<file path="config.mk">
export PLATFORM = sky130hd
export DESIGN_NAME = hack_cpu_mc_flat
export DESIGN_NICKNAME = d
export VERILOG_FILES = /design/src/rtl/hack_cpu_mc_if.sv /design/src/rtl/hack_cpu_mc.sv /design/src/flat_wrapper.sv
export SDC_FILE = /design/constraint.sdc
export NUM_CORES = 1
export LEC_CHECK = 0
export ABC_AREA = 0
export CAP_MARGIN = 20
export CORE_AREA = 2 2 131 133
export DETAILED_ROUTE_END_ITERATION = 8
export DIE_AREA = 0 0 133 135
export PLACE_DENSITY = 0.93
export SYNTH_ARGS = -nofsm -noshare
export SYNTH_HDL_FRONTEND = slang
export SYNTH_SLANG_ARGS = --single-unit
</file>
<file path="constraint.sdc">
create_clock -name clk -period 5.1 [get_ports clk]
set_input_delay 0.765 -clock clk [delete_from_list [all_inputs] [get_ports clk]]
set_output_delay 0.765 -clock clk [all_outputs]
set_load 0.005 [all_outputs]
</file>
<file path="src/rtl/hack_cpu_mc_if.sv">
// hack_cpu_mc_if: data-memory req/ack bus between the Hack core and the RAM/MMIO fabric
interface hack_cpu_mc_if #(
  parameter int DW = 16,
  parameter int AW = 15
);
  logic          mem_req;
  logic          mem_we;
  logic [AW-1:0] addressM;
  logic [DW-1:0] outM;
  logic [DW-1:0] inM;
  logic          mem_ack;
  modport master (output mem_req, output mem_we, output addressM, output outM, input inM, input mem_ack);
  modport slave  (input mem_req, input mem_we, input addressM, input outM, output inM, output mem_ack);
endinterface

</file>
<file path="src/rtl/hack_cpu_mc.sv">
// hack_cpu_mc: multi-cycle Hack CPU core with req/ack data memory and performance counters
module hack_cpu_mc #(
  parameter int DW    = 16,
  parameter int AW    = 15,
  parameter int CNT_W = 32
) (
  input  logic             clk,
  input  logic             reset,
  input  logic [15:0]      instruction,
  output logic [AW-1:0]    addressI,
  hack_cpu_mc_if.master    mem,
  output logic             retire,
  output logic             illegal,
  output logic [DW-1:0]    A,
  output logic [DW-1:0]    D,
  output logic [CNT_W-1:0] cycle_cnt,
  output logic [CNT_W-1:0] retired_cnt
);
  typedef enum logic [1:0] {EXEC, RD_WAIT, EXE_M, WR_WAIT} state_t;
  state_t           state_q, state_d;
  logic [AW-1:0]    pc_q, pc_d;
  logic [DW-1:0]    a_q, a_d, d_q, d_d, mreg_q, mreg_d, outm_q, outm_d;
  logic             req_q, req_d, we_q, we_d;
  logic [CNT_W-1:0] cyc_q, cyc_d, ret_q, ret_d;
  logic             is_a, is_c, jump, commit, drop;
  logic [DW-1:0]    x0, x1, y0, y1, f0, alu;
  assign is_a = ~instruction[15];
  assign is_c = &instruction[15:13];
  // ALU on x = D and y = A or latched M, plus the jump condition on its signed result
  always_comb begin
    x0   = instruction[11] ? '0 : d_q;
    x1   = instruction[10] ? ~x0 : x0;
    y0   = instruction[9] ? '0 : (instruction[12] ? mreg_q : a_q);
    y1   = instruction[8] ? ~y0 : y0;
    f0   = instruction[7] ? x1 + y1 : x1 & y1;
    alu  = instruction[6] ? ~f0 : f0;
    jump = is_c & ((instruction[2] & alu[DW-1]) | (instruction[1] & ~|alu) |
                   (instruction[0] & ~alu[DW-1] & |alu));
  end
  // Sequencer: memory handshakes, then a single commit of A, D and PC together
  always_comb begin
    state_d = state_q;
    pc_d    = pc_q;
    a_d     = a_q;
    d_d     = d_q;
    mreg_d  = mreg_q;
    outm_d  = outm_q;
    req_d   = req_q;
    we_d    = we_q;
    commit  = 1'b0;
    drop    = 1'b0;
    case (state_q)
      EXEC: begin
        if (is_a) begin
          commit = 1'b1;
        end else if (!is_c) begin
          drop = 1'b1;
        end else if (instruction[12]) begin
          req_d   = 1'b1;
          we_d    = 1'b0;
          state_d = RD_WAIT;
        end else if (instruction[3]) begin
          outm_d  = alu;
          req_d   = 1'b1;
          we_d    = 1'b1;
          state_d = WR_WAIT;
        end else begin
          commit = 1'b1;
        end
      end
      RD_WAIT: begin
        if (mem.mem_ack) begin
          mreg_d  = mem.inM;
          req_d   = 1'b0;
          state_d = EXE_M;
        end
      end
      EXE_M: begin
        if (instruction[3]) begin
          outm_d  = alu;
          req_d   = 1'b1;
          we_d    = 1'b1;
          state_d = WR_WAIT;
        end else begin
          commit  = 1'b1;
          state_d = EXEC;
        end
      end
      WR_WAIT: begin
        if (mem.mem_ack) begin
          req_d   = 1'b0;
          we_d    = 1'b0;
          commit  = 1'b1;
          state_d = EXEC;
        end
      end
    endcase
    if (commit) begin
      a_d  = is_a ? DW'(instruction[14:0]) : (instruction[5] ? alu : a_q);
      d_d  = (is_c & instruction[4]) ? alu : d_q;
      pc_d = jump ? a_q[AW-1:0] : pc_q + 1'b1;
    end
    if (drop) pc_d = pc_q + 1'b1;
    cyc_d = cyc_q + 1'b1;
    ret_d = ret_q + CNT_W'(commit);
  end
  // State register; reset abandons any in-flight access immediately
  always_ff @(posedge clk or negedge reset) begin
    if (!reset) begin
      state_q <= EXEC;
      pc_q    <= '0;
      a_q     <= '0;
      d_q     <= '0;
      mreg_q  <= '0;
      outm_q  <= '0;
      req_q   <= 1'b0;
      we_q    <= 1'b0;
      cyc_q   <= '0;
      ret_q   <= '0;
    end else begin
      state_q <= state_d;
      pc_q    <= pc_d;
      a_q     <= a_d;
      d_q     <= d_d;
      mreg_q  <= mreg_d;
      outm_q  <= outm_d;
      req_q   <= req_d;
      we_q    <= we_d;
      cyc_q   <= cyc_d;
      ret_q   <= ret_d;
    end
  end
  assign addressI     = pc_q;
  assign A            = a_q;
  assign D            = d_q;
  assign mem.mem_req  = req_q;
  assign mem.mem_we   = we_q;
  assign mem.addressM = a_q[AW-1:0];
  assign mem.outM     = outm_q;
  assign retire       = commit & reset;
  assign illegal      = drop & reset;
  assign cycle_cnt    = cyc_q;
  assign retired_cnt  = ret_q;
endmodule
</file>
<file path="src/flat_wrapper.sv">
// flat-port wrapper written by rule: the top's interface ports become plain ports
module hack_cpu_mc_flat 
#(
  parameter int DW    = 16,
  parameter int AW    = 15,
  parameter int CNT_W = 32
)
  (clk, reset, instruction, addressI, retire, illegal, A, D, cycle_cnt, retired_cnt, mem_mem_req, mem_mem_we, mem_addressM, mem_outM, mem_inM, mem_mem_ack);
  hack_cpu_mc_if #(.DW(DW), .AW(AW)) mem_i ();
  input  logic clk;
  input  logic reset;
  input  logic [15:0] instruction;
  output logic [AW-1:0] addressI;
  output logic retire;
  output logic illegal;
  output logic [DW-1:0] A;
  output logic [DW-1:0] D;
  output logic [CNT_W-1:0] cycle_cnt;
  output logic [CNT_W-1:0] retired_cnt;
  output wire logic [$bits(mem_i.mem_req)-1:0] mem_mem_req;
  output wire logic [$bits(mem_i.mem_we)-1:0] mem_mem_we;
  output wire logic [$bits(mem_i.addressM)-1:0] mem_addressM;
  output wire logic [$bits(mem_i.outM)-1:0] mem_outM;
  input wire logic [$bits(mem_i.inM)-1:0] mem_inM;
  input wire logic [$bits(mem_i.mem_ack)-1:0] mem_mem_ack;
  assign mem_mem_req = mem_i.mem_req;
  assign mem_mem_we = mem_i.mem_we;
  assign mem_addressM = mem_i.addressM;
  assign mem_outM = mem_i.outM;
  assign mem_i.inM = mem_inM;
  assign mem_i.mem_ack = mem_mem_ack;
  hack_cpu_mc #(.DW(DW), .AW(AW), .CNT_W(CNT_W)) u_core (.clk(clk), .reset(reset), .instruction(instruction), .addressI(addressI), .mem(mem_i), .retire(retire), .illegal(illegal), .A(A), .D(D), .cycle_cnt(cycle_cnt), .retired_cnt(retired_cnt));
endmodule
</file>
==> metrics.md, run 1 <==
| Metric | Value |
|---|---|
| Outcome | complete, no violations |
| Fin crit period | 4.94 ns |
| Post-route design area | 11,500 um2 |
| DRC | 0 |
| R2R Path End | u_core.addressI[4]$_DFFE_PN0P_ |
| Fin. max-slew vios | 0 |
| All-Layer GR Usage | 0.296 |
| ANT nets after route | 0 |
| First-pass GRT wire length | 41.3 mm |
| Startpoint Class | input port |
| TritonCTS clock tree | done |
| Aggregate routed wire length | 26.3 mm |
| Largest net degree at the start of global routing | 77 |
| Post-synth EDFFs | 0 |
| DP Area | 10,900 um2 |
| Hold buffers post-CTS | 0 |
| Distinct cells, synth | 61 |
| Setup CP Type | in2reg |
| CTS Buffer Depth | 2 |
| Share of cells above drive strength 1 | 0.121 |
| Crit path max fanout | 14 |
| Setup Slack @ Placement | -0.254 ns |
| DIE WIDTH | 133 um |
| Initial Util | 0.517 |
| Required time worst endpoint | 5.40 ns |
| YS warnings | 0 |
| Ant diodes | 0 |
| Fmax | 0.202 GHz |
| Final hold viol count | 0 |
| Flip-flop and latch area | 3680 um2 |
| Crit share post-route | 0.969 |
| Endpoints failing setup | 0 |
| Top cell type by total area after synthesis | dfrtp_1 |
| Routed length per instance | 19.7 um |
| DRT Pass-1 Iters | 6 |
| Post-synthesis register bit count | 147 |
| DP HPWL | 19.4 mm |
| FF-to-FF Start | u_core.A[0]$_DFFE_PN0P_ |
| Vias in the first global route | 7,645 |
| PortBufs | 180 |
| Crit. End Element | flip-flop |
| Setup ws final | 0.157 ns |
| Worst slew margin | 0.377 |
| Core area | 16,400 um2 |
| Post-Route Setup TNS | 0 ns |
| Number of fill cells | 1,191 |
| Async SR Flop Fraction | 1.00 |
| Later-pin clock latency in the skew report | 0.43 ns |
| Top Ports | 181 |
| Avg Cell Area, Syn | 9.54 um2 |
| GR Overflow Total | 0 |
| Synthesis-to-finish area growth | 35.1% |
| Routability congestion estimate | 1.03 |
| Die area | 18,000 um2 |
| RSZ-0062 raised after global routing | false |
| Flop2flop setup slack | 0.78 ns |
| Reg2reg path depth | 17 |
| Initial DRC Count | 646 |
| Worst-margin pin slew | 0.932 ns |
| Root buf cell | clkbuf_16 |
| Die Y-Extent | 135 um |
| Initial antenna violation count | 0 |
| Cell mode on critical path | mux2i_1 |
| Setup Buffers After CTS | 0 |
| Clk slew on worst S/H paths | 0.06 ns |
| Gate Count Post-Synth | 889 |
| Rows | 47 |
| Final Skew | 0.0115 ns |
| Max stage delay on crit path | 0.57 ns |
| Leak | 5.07 nW |
| Synth top area share | 0.434 |
| Worst Hold Class | in2async |
| Worst path slowest cell | or4_1 |
| H-tree depth | 4 |
| Area of the multi-input gates | 4470 um2 |
| Max Cap Violations | 0 |
| Via/cell ratio | 5.79 |
| Buf/Inv on CP | 3 |
| Final Power | 6.30 mW |
| Post-synth top flop | dfrtp_1 |
| Critical-path cell list | clkdlybuf4s50_1 > buf_12 > mux2i_1 > nor2_1 > xor2_1 > ha_1 > fa_1 > a21o_1 > and4_1 > o21ai_2 > a211oi_1 > or4_1 > mux2i_1 > nand4_1 > o21a_1 > o31a_1 > buf_4 > and3_1 > a211o_1 |
| PostCTS Resize Cnt | 0 |
| Final #Nets | 1,160 |
| Arrival @ worst endpoint | 5.24 ns |
| Worst vdd ir | 0.000372 V |
| Via count | 7,738 |
| TritonCTS buffer count | 17 |
| Syn_nets | 945 |
| Worst hold slack | 0.369 ns |
| Kind of cell with the highest combined delay on the critical path | compound AO/OA/AOI/OAI gates |
| Mapped cell area | 8480 um2 |
| # clock sinks | 147 |
| Top post-synthesis cells by area | dfrtp_1 (43%), xnor2_1 (8.2%), nand2_1 (4.3%) |
| Pwr per Cell Area | 550 nW/um2 |
| Sequential share of the synthesized area | 0.434 |
## worst max-delay path by stage
| stage | endpoint | depth (start not counted) | startpoint | slack, ns |
|---|---|---|---|---|
| after detailed placement | u_core.addressI[4]$_DFFE_PN0P_ | 19 | instruction[12] | -0.25 |
| final | u_core.addressI[4]$_DFFE_PN0P_ | 19 | instruction[12] | 0.16 |
| after CTS | u_core.addressI[4]$_DFFE_PN0P_ | 19 | instruction[12] | 0.17 |
| after global routing | u_core.addressI[8]$_DFFE_PN0P_ | 19 | instruction[12] | 0.01 |
| after global placement | u_core.addressI[8]$_DFFE_PN0P_ | 19 | instruction[12] | -0.10 |
| after floorplan | u_core.addressI[8]$_DFFE_PN0P_ | 19 | instruction[12] | 0.18 |
## cell type report
type,count,area share
Clock buffer,20,0.0390
Clock inverter,12,0.0105
Timing Repair Buffer,252,0.211
Inverter,14,0.00459
Tap cell,220,0.0240
Multi-Input combinational cell,672,0.390
Sequential cell,147,0.321
## routing by layer
layer | vias up | routed length (um) | global-route usage
met5 | - | 0 | 0
met4 | 0 | 1070 | 0.143
met3 | 81 | 1860 | 0.0552
met2 | 355 | 12400 | 0.476
met1 | 3755 | 11000 | 0.388
li1 | 3547 | - | -
## cell usage after synthesis (3+ instances only)
cell,instances
nand3_1,38
and2_1,7
buf_1,5
inv_1,12
xnor2_1,79
mux2_2,20
mux2i_1,31
nand2_1,96
xor2_1,35
buf_4,15
a211oi_1,5
nand2b_1,18
or4_1,7
nand4_1,16
or3_1,14
o21ai_1,14
buf_6,3
a211o_1,10
a21oi_1,39
o31ai_1,3
o211ai_1,5
and3_1,29
o21ai_0,50
nor3_1,14
dfrtp_1,147
and4_1,7
nor2_1,55
clkbuf_1,32
ha_1,20
a21o_1,7
o21a_1,4
nor2b_1,8
## where the power goes
part / switching, mW / internal, mW / leakage, nW
clock: 0.517 / 0.693 / 0.272
sequential: 0.414 / 1.51 / 1.86
combinational: 1.54 / 1.62 / 2.95
total: 2.48 / 3.83 / 5.07
## layout by cell type, fill, tap and decap left out, drive strengths merged, types with 6 or more instances in the layout
master / instances
clkdlybuf4s50: 179
dfrtp: 147
nand2: 96
xnor2: 79
buf: 73
o21ai: 64
nor2: 55
a21oi: 39
nand3: 38
xor2: 35
mux2i: 31
and3: 29
mux2: 22
ha: 20
clkbuf: 20
inv: 19
nand2b: 18
nand4: 16
or3: 14
nor3: 14
a211o: 10
nor2b: 8
and2: 7
and4: 7
a21o: 7
or4: 7
a211oi: 6
## sequential cells by signal, indices dropped and copies added, names as in the netlist
register and flops:
u_core.cycle_cnt 32, u_core.retired_cnt 32, u_core.mem.mem_we 1, u_core.D 16
u_core.state_q 2, u_core.addressI 15, u_core.mem.mem_req 1, u_core.A 16
u_core.mem.outM 16, u_core.mreg_q 16
## cell families after synthesis
| family | synth area share |
|---|---|
| AO/OA/AOI/OAI | 0.125 |
| XOR/XNOR | 0.118 |
| adder cells (fa/ha/maj) | 0.0319 |
| buffers and inverters | 0.0404 |
| flip-flops | 0.434 |
| multiplexers | 0.0658 |
| AND/OR/NAND/NOR | 0.185 |
## through the flow
step | util | instances
final | 0.698 | 1337
after global routing | 0.698 | 1337
after CTS | 0.697 | 1336
after detailed placement | 0.662 | 1304
after global placement | 0.662 | 1304
after floorplan | - | 889
Power figures use the tool's default switching activity.
==> inputs of run 2 (changes only) <==
--- a/config.mk
+++ b/config.mk
@@ -7,10 +7,11 @@
 export LEC_CHECK = 0
 export ABC_AREA = 0
 export CAP_MARGIN = 20
-export CORE_AREA = 2 2 131 133
+export CORE_AREA = 3 3 132 134
 export DETAILED_ROUTE_END_ITERATION = 8
-export DIE_AREA = 0 0 133 135
+export DIE_AREA = 0 0 135 137
 export PLACE_DENSITY = 0.93
+export SLEW_MARGIN = 5
 export SYNTH_ARGS = -nofsm -noshare
 export SYNTH_HDL_FRONTEND = slang
 export SYNTH_SLANG_ARGS = --single-unit
==> run 2 against run 1 <==
  * Via count up 0.98%
  * Critical path type unchanged
  * Routed wire length is 1.1% higher
  * Clock power barely moved
  * Highest routed layer unchanged
  * Sequential cell count stayed put
  * Critical endpoint is now u_core.addressI[5]$_DFFE_PN0P_
  * Worst hold slack gained 0.023 ns
  * Largest cell class unchanged
  * Final area is essentially flat
  * Die area grew 3.0%
==> metrics.md, run 2 (synthesis gave the netlist of run 1 again) <==
| Metric | Value |
|---|---|
| Outcome | complete, no violations |
| DP HPWL | 19.3 mm (-0.41%) |
| H-tree depth | 4 (unchanged) |
| Fmax | 0.203 GHz (+0.56%) |
| Highest-count cells in the layout ignoring fill and taps | clkdlybuf4s50_1 (179), dfrtp_1 (147), nand2_1 (96) |
| First-pass GRT wire length | 41.7 mm (+1.1%) |
| Worst Hold Class | in2async |
| Hold buffers post-CTS | 0 (unchanged) |
| Endpoints failing setup | 0 (unchanged) |
| Crit path max fanout | 27 (+13) |
| Via count | 7,814 (+0.98%) |
| Initial DRC Count | 685 (+6.0%) |
| Die area | 18,500 um2 (+3.0%) |
| Largest net degree at the start of global routing | 91 (+18%) |
| Vias in the first global route | 7,902 (+3.4%) |
| Post-route design area | 11,500 um2 (about the same) |
| Core area | 16,400 um2 (unchanged) |
| Critical-path cell list | clkdlybuf4s50_1 > buf_12 > mux2i_1 > nor2_1 > xor2_1 > ha_1 > fa_1 > buf_4 > xor2_1 > mux2i_1 > nand3_1 > or3_1 > mux2i_1 > and3_1 > nand4_1 > o21a_1 > o31a_1 > buf_12 > and3_1 > or3_1 |
| Worst slew margin | 0.379 (+0.00260) |
| DIE WIDTH | 135 um (+1.5%) |
| # clock sinks | 147 (unchanged) |
| Worst vdd ir | 0.000353 V (-5.2%) |
| DP Area | 10,900 um2 (about the same) |
| PortBufs | 180 (unchanged) |
| Commonest non-fill, non-tap cell in the layout | clkdlybuf4s50_1 |
| Worst-margin pin slew | 0.928 ns (-0.00390 ns) |
| Crit. End Element | flip-flop |
| ANT nets after route | 0 (unchanged) |
| Via/cell ratio | 5.84 (+0.91%) |
| Final hold viol count | 0 (unchanged) |
| Max Cap Violations | 0 (unchanged) |
| Crit share post-route | 0.964 (-0.00537) |
| Leak | 5.08 nW (+0.13%) |
| Arrival @ worst endpoint | 5.23 ns (about the same) |
| Synthesis-to-finish area growth | 35.3% (about the same) |
| Worst path slowest cell | clkdlybuf4s50_1 |
| GR Overflow Total | 0 (unchanged) |
| Startpoint Class | input port |
| DRC | 0 (unchanged) |
| Clk slew on worst S/H paths | 0.07 ns (about the same) |
| Fin. max-slew vios | 0 (unchanged) |
| Share of cells above drive strength 1 | 0.123 (+0.00179) |
| Die Y-Extent | 137 um (+1.5%) |
| TritonCTS buffer count | 17 (unchanged) |
| Final Skew | 0.00963 ns (-0.00192 ns) |
| Fin util | 0.699 (about the same) |
| Setup Buffers After CTS | 0 (unchanged) |
| Later-pin clock latency in the skew report | 0.44 ns (about the same) |
| Routability congestion estimate | 1.01 (-1.5%) |
| Top Ports | 181 (unchanged) |
| Aggregate routed wire length | 26.6 mm (+1.1%) |
| PostCTS Resize Cnt | 0 (unchanged) |
| Final #Nets | 1,160 (unchanged) |
| Number of fill cells | 1,185 (-0.50%) |
| Cell mode on critical path | mux2i_1 |
| TritonCTS clock tree | done |
| Fin crit period | 4.92 ns (-0.0274 ns) |
| Rows | 47 (unchanged) |
| Routed length per instance | 19.9 um (+1.0%) |
| Post-Route Setup TNS | 0 ns (unchanged) |
| RSZ-0062 raised after global routing | false |
| Initial Util | 0.517 (unchanged) |
| Root buf cell | clkbuf_16 |
| Setup CP Type | in2reg |
| Initial antenna violation count | 1 (+1) |
| DRT Pass-1 Iters | 5 (-1) |
| CTS Buffer Depth | 2 (unchanged) |
| All-Layer GR Usage | 0.289 (-0.00686) |
| Required time worst endpoint | 5.41 ns (about the same) |
| Reg2reg path depth | 18 (+1) |
| Pwr per Cell Area | 555 nW/um2 (+0.89%) |
| Max stage delay on crit path | 0.51 ns (-0.06 ns) |
[run 2: cell count changes in the layout (fill, tap and decap cells not counted), moves of 2 or more]
| cell | previous run | this run |
|---|---|---|
| clkinv_8 | 0 | 2 |
| clkinv_4 | 3 | 0 |
| clkbuf_1 | 2 | 0 |
| inv_8 | 0 | 5 |
[run 2: layout make-up]
cell class                 count  area [um2]  area share
inverter                      14        52.6     0.00458
antenna                        1        2.50    0.000218
clock inverter                15         156      0.0136
multi-input combinational    672        4470       0.390
sequential                   147        3680       0.321
clock buffer                  17         425      0.0371
tap                          220         275      0.0240
timing repair buffer         252        2410       0.210
[run 2: worst max-delay path, delay by kind of cell]
| kind | cells | cell delay [ns] |
|---|---|---|
| AND/OR/NAND/NOR | 7 | 1.39 |
| buffers and inverters | 4 | 1.02 |
| multiplexers | 3 | 0.64 |
| adder cells (fa/ha/maj) | 2 | 0.63 |
| AO/OA/AOI/OAI | 2 | 0.47 |
| XOR/XNOR | 2 | 0.30 |
[run 2: per-layer routing]
layer,wire length [um],global-route usage,up-vias
li1,-,-,3556
met1,10600,0.366,3773
met2,12800,0.471,396
met3,2240,0.0783,89
met4,1060,0.121,0
met5,0,0,-
[run 2: stage by stage]
step / power, mW / setup slack, ns / hold slack (ns) / instances
2_1_floorplan: 3.45 / 0.182 / 0.465 / 889
3_3_place_gp: 4.91 / -0.133 / 0.458 / 1305
3_5_place_dp: 5.02 / -0.238 / 0.468 / 1305
4_1_cts: 6.31 / 0.200 / 0.428 / 1337
5_1_grt: 6.73 / 0.0329 / 0.448 / 1338
6_report: 6.37 / 0.184 / 0.393 / 1338
[run 2: power by group]
part | switching [mW] | internal [mW]
registers | 0.410 | 1.51
logic | 1.57 | 1.64
clock network | 0.589 | 0.656
total | 2.56 | 3.80
[run 2: path summary, 6_finish.rpt]
check,startpoint,end,slack [ns]
setup / recovery,instruction[12],u_core.addressI[5]$_DFFE_PN0P_,0.18
hold / removal,reset,u_core.retired_cnt[12]$_DFF_PN0_,0.39
setup reg to reg,u_core.A[0]$_DFFE_PN0P_,u_core.addressI[5]$_DFFE_PN0P_,0.84
hold reg to reg,u_core.cycle_cnt[31]$_DFF_PN0_,u_core.cycle_cnt[31]$_DFF_PN0_,0.47
max in group asynchronous,reset,u_core.cycle_cnt[5]$_DFF_PN0_,3.46
min in group clk,u_core.cycle_cnt[31]$_DFF_PN0_,u_core.cycle_cnt[31]$_DFF_PN0_,0.47
==> inputs of run 3 (changes only) <==
--- a/config.mk
+++ b/config.mk
@@ -7,11 +7,12 @@
 export LEC_CHECK = 0
 export ABC_AREA = 0
 export CAP_MARGIN = 20
-export CORE_AREA = 3 3 132 134
+export CORE_AREA = 2 2 131 133
 export DETAILED_ROUTE_END_ITERATION = 8
-export DIE_AREA = 0 0 135 137
+export DIE_AREA = 0 0 133 135
 export PLACE_DENSITY = 0.93
 export SLEW_MARGIN = 5
 export SYNTH_ARGS = -nofsm -noshare
 export SYNTH_HDL_FRONTEND = slang
 export SYNTH_SLANG_ARGS = --single-unit
+export TNS_END_PERCENT = 10
==> run 3 against run 2 <==
  * Critical path depth down 1
  * Sequential power about the same
  * Clock skew up 0.0017 ns
  * Die area down 2.9%
  * Non-clock buffer count unchanged
  * Sequential cell count unchanged
  * Combinational power about the same
  * Via count down 1.5%
  * Cell count about the same
  * Critical path type unchanged
  * Critical endpoint is now u_core.addressI[4]$_DFFE_PN0P_
  * Largest cell class unchanged
==> metrics.md, run 3 (synthesis gave the netlist of run 1 again) <==
| Metric | Value |
|---|---|
| All-Layer GR Usage | 0.296 (+0.00686) |
| Initial DRC Count | 634 (-7.4%) |
| Ant diodes | 0 (-1) |
| DIE WIDTH | 133 um (-1.5%) |
| Share of cells above drive strength 1 | 0.121 (-0.00179) |
| Fmax | 0.202 GHz (-0.52%) |
| Die area | 18,000 um2 (-2.9%) |
| Final hold viol count | 0 (unchanged) |
| Aggregate routed wire length | 26.3 mm (-1.2%) |
| Worst hold slack | 0.366 ns (-0.0266 ns) |
| Worst slew margin | 0.385 (+0.00594) |
| FF-to-FF Start | u_core.A[0]$_DFFE_PN0P_ |
| Synthesis-to-finish area growth | 35.1% (about the same) |
| Initial antenna violation count | 0 (-1) |
| Routability congestion estimate | 1.03 (+1.5%) |
| Final #Nets | 1,160 (unchanged) |
| Max Cap Violations | 0 (unchanged) |
| GR Overflow Total | 0 (unchanged) |
| Setup CP Type | in2reg |
| DP HPWL | 19.4 mm (+0.41%) |
| Highest-count cells in the layout ignoring fill and taps | clkdlybuf4s50_1 (179), dfrtp_1 (147), nand2_1 (96) |
| Kind of cell with the highest combined delay on the critical path | compound AO/OA/AOI/OAI gates |
| Critical-path cell list | clkdlybuf4s50_1 > buf_12 > mux2i_1 > nor2_1 > xor2_1 > ha_1 > fa_1 > a21o_1 > and4_1 > o21ai_2 > a211oi_1 > or4_1 > mux2i_1 > nand4_1 > o21a_1 > o31a_1 > buf_4 > and3_1 > a211o_1 |
| Endpoints failing setup | 0 (unchanged) |
| Max stage delay on crit path | 0.57 ns (+0.06 ns) |
| Placed Cells | 1,304 (-0.077%) |
| Arrival @ worst endpoint | 5.24 ns (about the same) |
| Fin crit period | 4.94 ns (+0.0259 ns) |
| Leak | 5.07 nW (-0.13%) |
| Clk slew on worst S/H paths | 0.06 ns (about the same) |
| Outcome | complete, no violations |
| Hold buffers post-CTS | 0 (unchanged) |
| Via count | 7,700 (-1.5%) |
| Buf/Inv on CP | 3 (-1) |
| TritonCTS buffer count | 17 (unchanged) |
| Largest net degree at the start of global routing | 77 (-15%) |
| Later-pin clock latency in the skew report | 0.43 ns (about the same) |
| Die Y-Extent | 135 um (-1.5%) |
| # clock sinks | 147 (unchanged) |
| Worst Hold Class | in2async |
| Flop2flop setup slack | 0.79 ns (-0.05 ns) |
| Rows | 47 (unchanged) |
| Pwr per Cell Area | 550 nW/um2 (-0.93%) |
| Worst-margin pin slew | 0.919 ns (-0.00888 ns) |
| Initial Util | 0.517 (unchanged) |
| RSZ-0062 raised after global routing | false |
| Post-Route Setup TNS | 0 ns (unchanged) |
| DRT Pass-1 Iters | 5 (unchanged) |
| Crit share post-route | 0.969 (+0.00507) |
| Vias in the first global route | 7,645 (-3.3%) |
| Crit path max fanout | 14 (-48%) |
| Startpoint Class | input port |
| Cell mode on critical path | mux2i_1 |
| CTS Buffer Depth | 2 (unchanged) |
| TritonCTS clock tree | done |
| Required time worst endpoint | 5.40 ns (about the same) |
| Worst path slowest cell | or4_1 |
| First-pass GRT wire length | 41.3 mm (-1.1%) |
| ANT nets after route | 0 (unchanged) |
| Top Ports | 181 (unchanged) |
| PortBufs | 180 (unchanged) |
| DP Area | 10,900 um2 (about the same) |
| Crit. End Element | flip-flop |
| Via/cell ratio | 5.76 (-1.4%) |
| Core area | 16,400 um2 (unchanged) |
| Fin. max-slew vios | 0 (unchanged) |
| H-tree depth | 4 (unchanged) |
| Commonest non-fill, non-tap cell in the layout | clkdlybuf4s50_1 |
| Worst vdd ir | 0.000372 V (+5.6%) |
| Routed length per instance | 19.7 um (-1.1%) |
| Root buf cell | clkbuf_16 |
| DRC | 0 (unchanged) |
| Non-filler instance count after layout | 1,337 (-0.075%) |
| Crit. Startpoint | instruction[12] |
| Final Skew | 0.0114 ns (+0.00174 ns) |
| Post-route design area | 11,500 um2 (about the same) |
[run 3: power breakdown]
| part | total [mW] | internal, mW | leakage [nW] | switching [mW] |
|---|---|---|---|---|
| sequential | 1.93 | 1.51 | 1.86 | 0.414 |
| combinational | 3.17 | 1.62 | 2.95 | 1.54 |
| clock | 1.21 | 0.693 | 0.272 | 0.515 |
[run 3: repair_timing]
| action | 4_1_cts | 5_1_grt |
|---|---|---|
| resized for setup | 0 | 2 |
| buffers inserted | 0 | 0 |
| endpoints found under the setup margin | 0 | 2 |
[run 3: final timing paths]
path / to / depth (start not counted)
min in group clk: u_core.cycle_cnt[31]$_DFF_PN0_ / 1
worst max register to register: u_core.addressI[4]$_DFFE_PN0P_ / 17
worst max-delay path: u_core.addressI[4]$_DFFE_PN0P_ / 19
max in group asynchronous: u_core.mem.outM[8]$_DFFE_PN0P_ / 2
worst min register to register: u_core.cycle_cnt[31]$_DFF_PN0_ / 1
worst min-delay path: u_core.retired_cnt[13]$_DFF_PN0_ / 1
[run 3: cell type report]
class / instances / area [um2]
Fill cell: 1190 / 4950
Sequential cell: 147 / 3680
Multi-Input combinational cell: 672 / 4470
Timing Repair Buffer: 252 / 2410
Clock inverter: 12 / 120
Inverter: 14 / 52.6
Clock buffer: 20 / 447
Tap cell: 220 / 275
[run 3: per-layer routing]
layer,share of wire,vias to the layer above,GRT usage
met4,0.039,0,0.143
met2,0.47,371,0.476
li1,-,3541,-
met5,0,-,0
met3,0.078,76,0.0552
met1,0.41,3712,0.388
[run 3: per-stage QoR]
stage                util  power (mW)  worst slack [ns]
finish              0.698        6.30             0.158
global placement    0.662        4.91            -0.103
floorplan               -        3.45             0.182
detailed placement  0.662        5.01            -0.254
global route        0.698        6.65            0.0110
CTS                 0.697        6.26             0.175
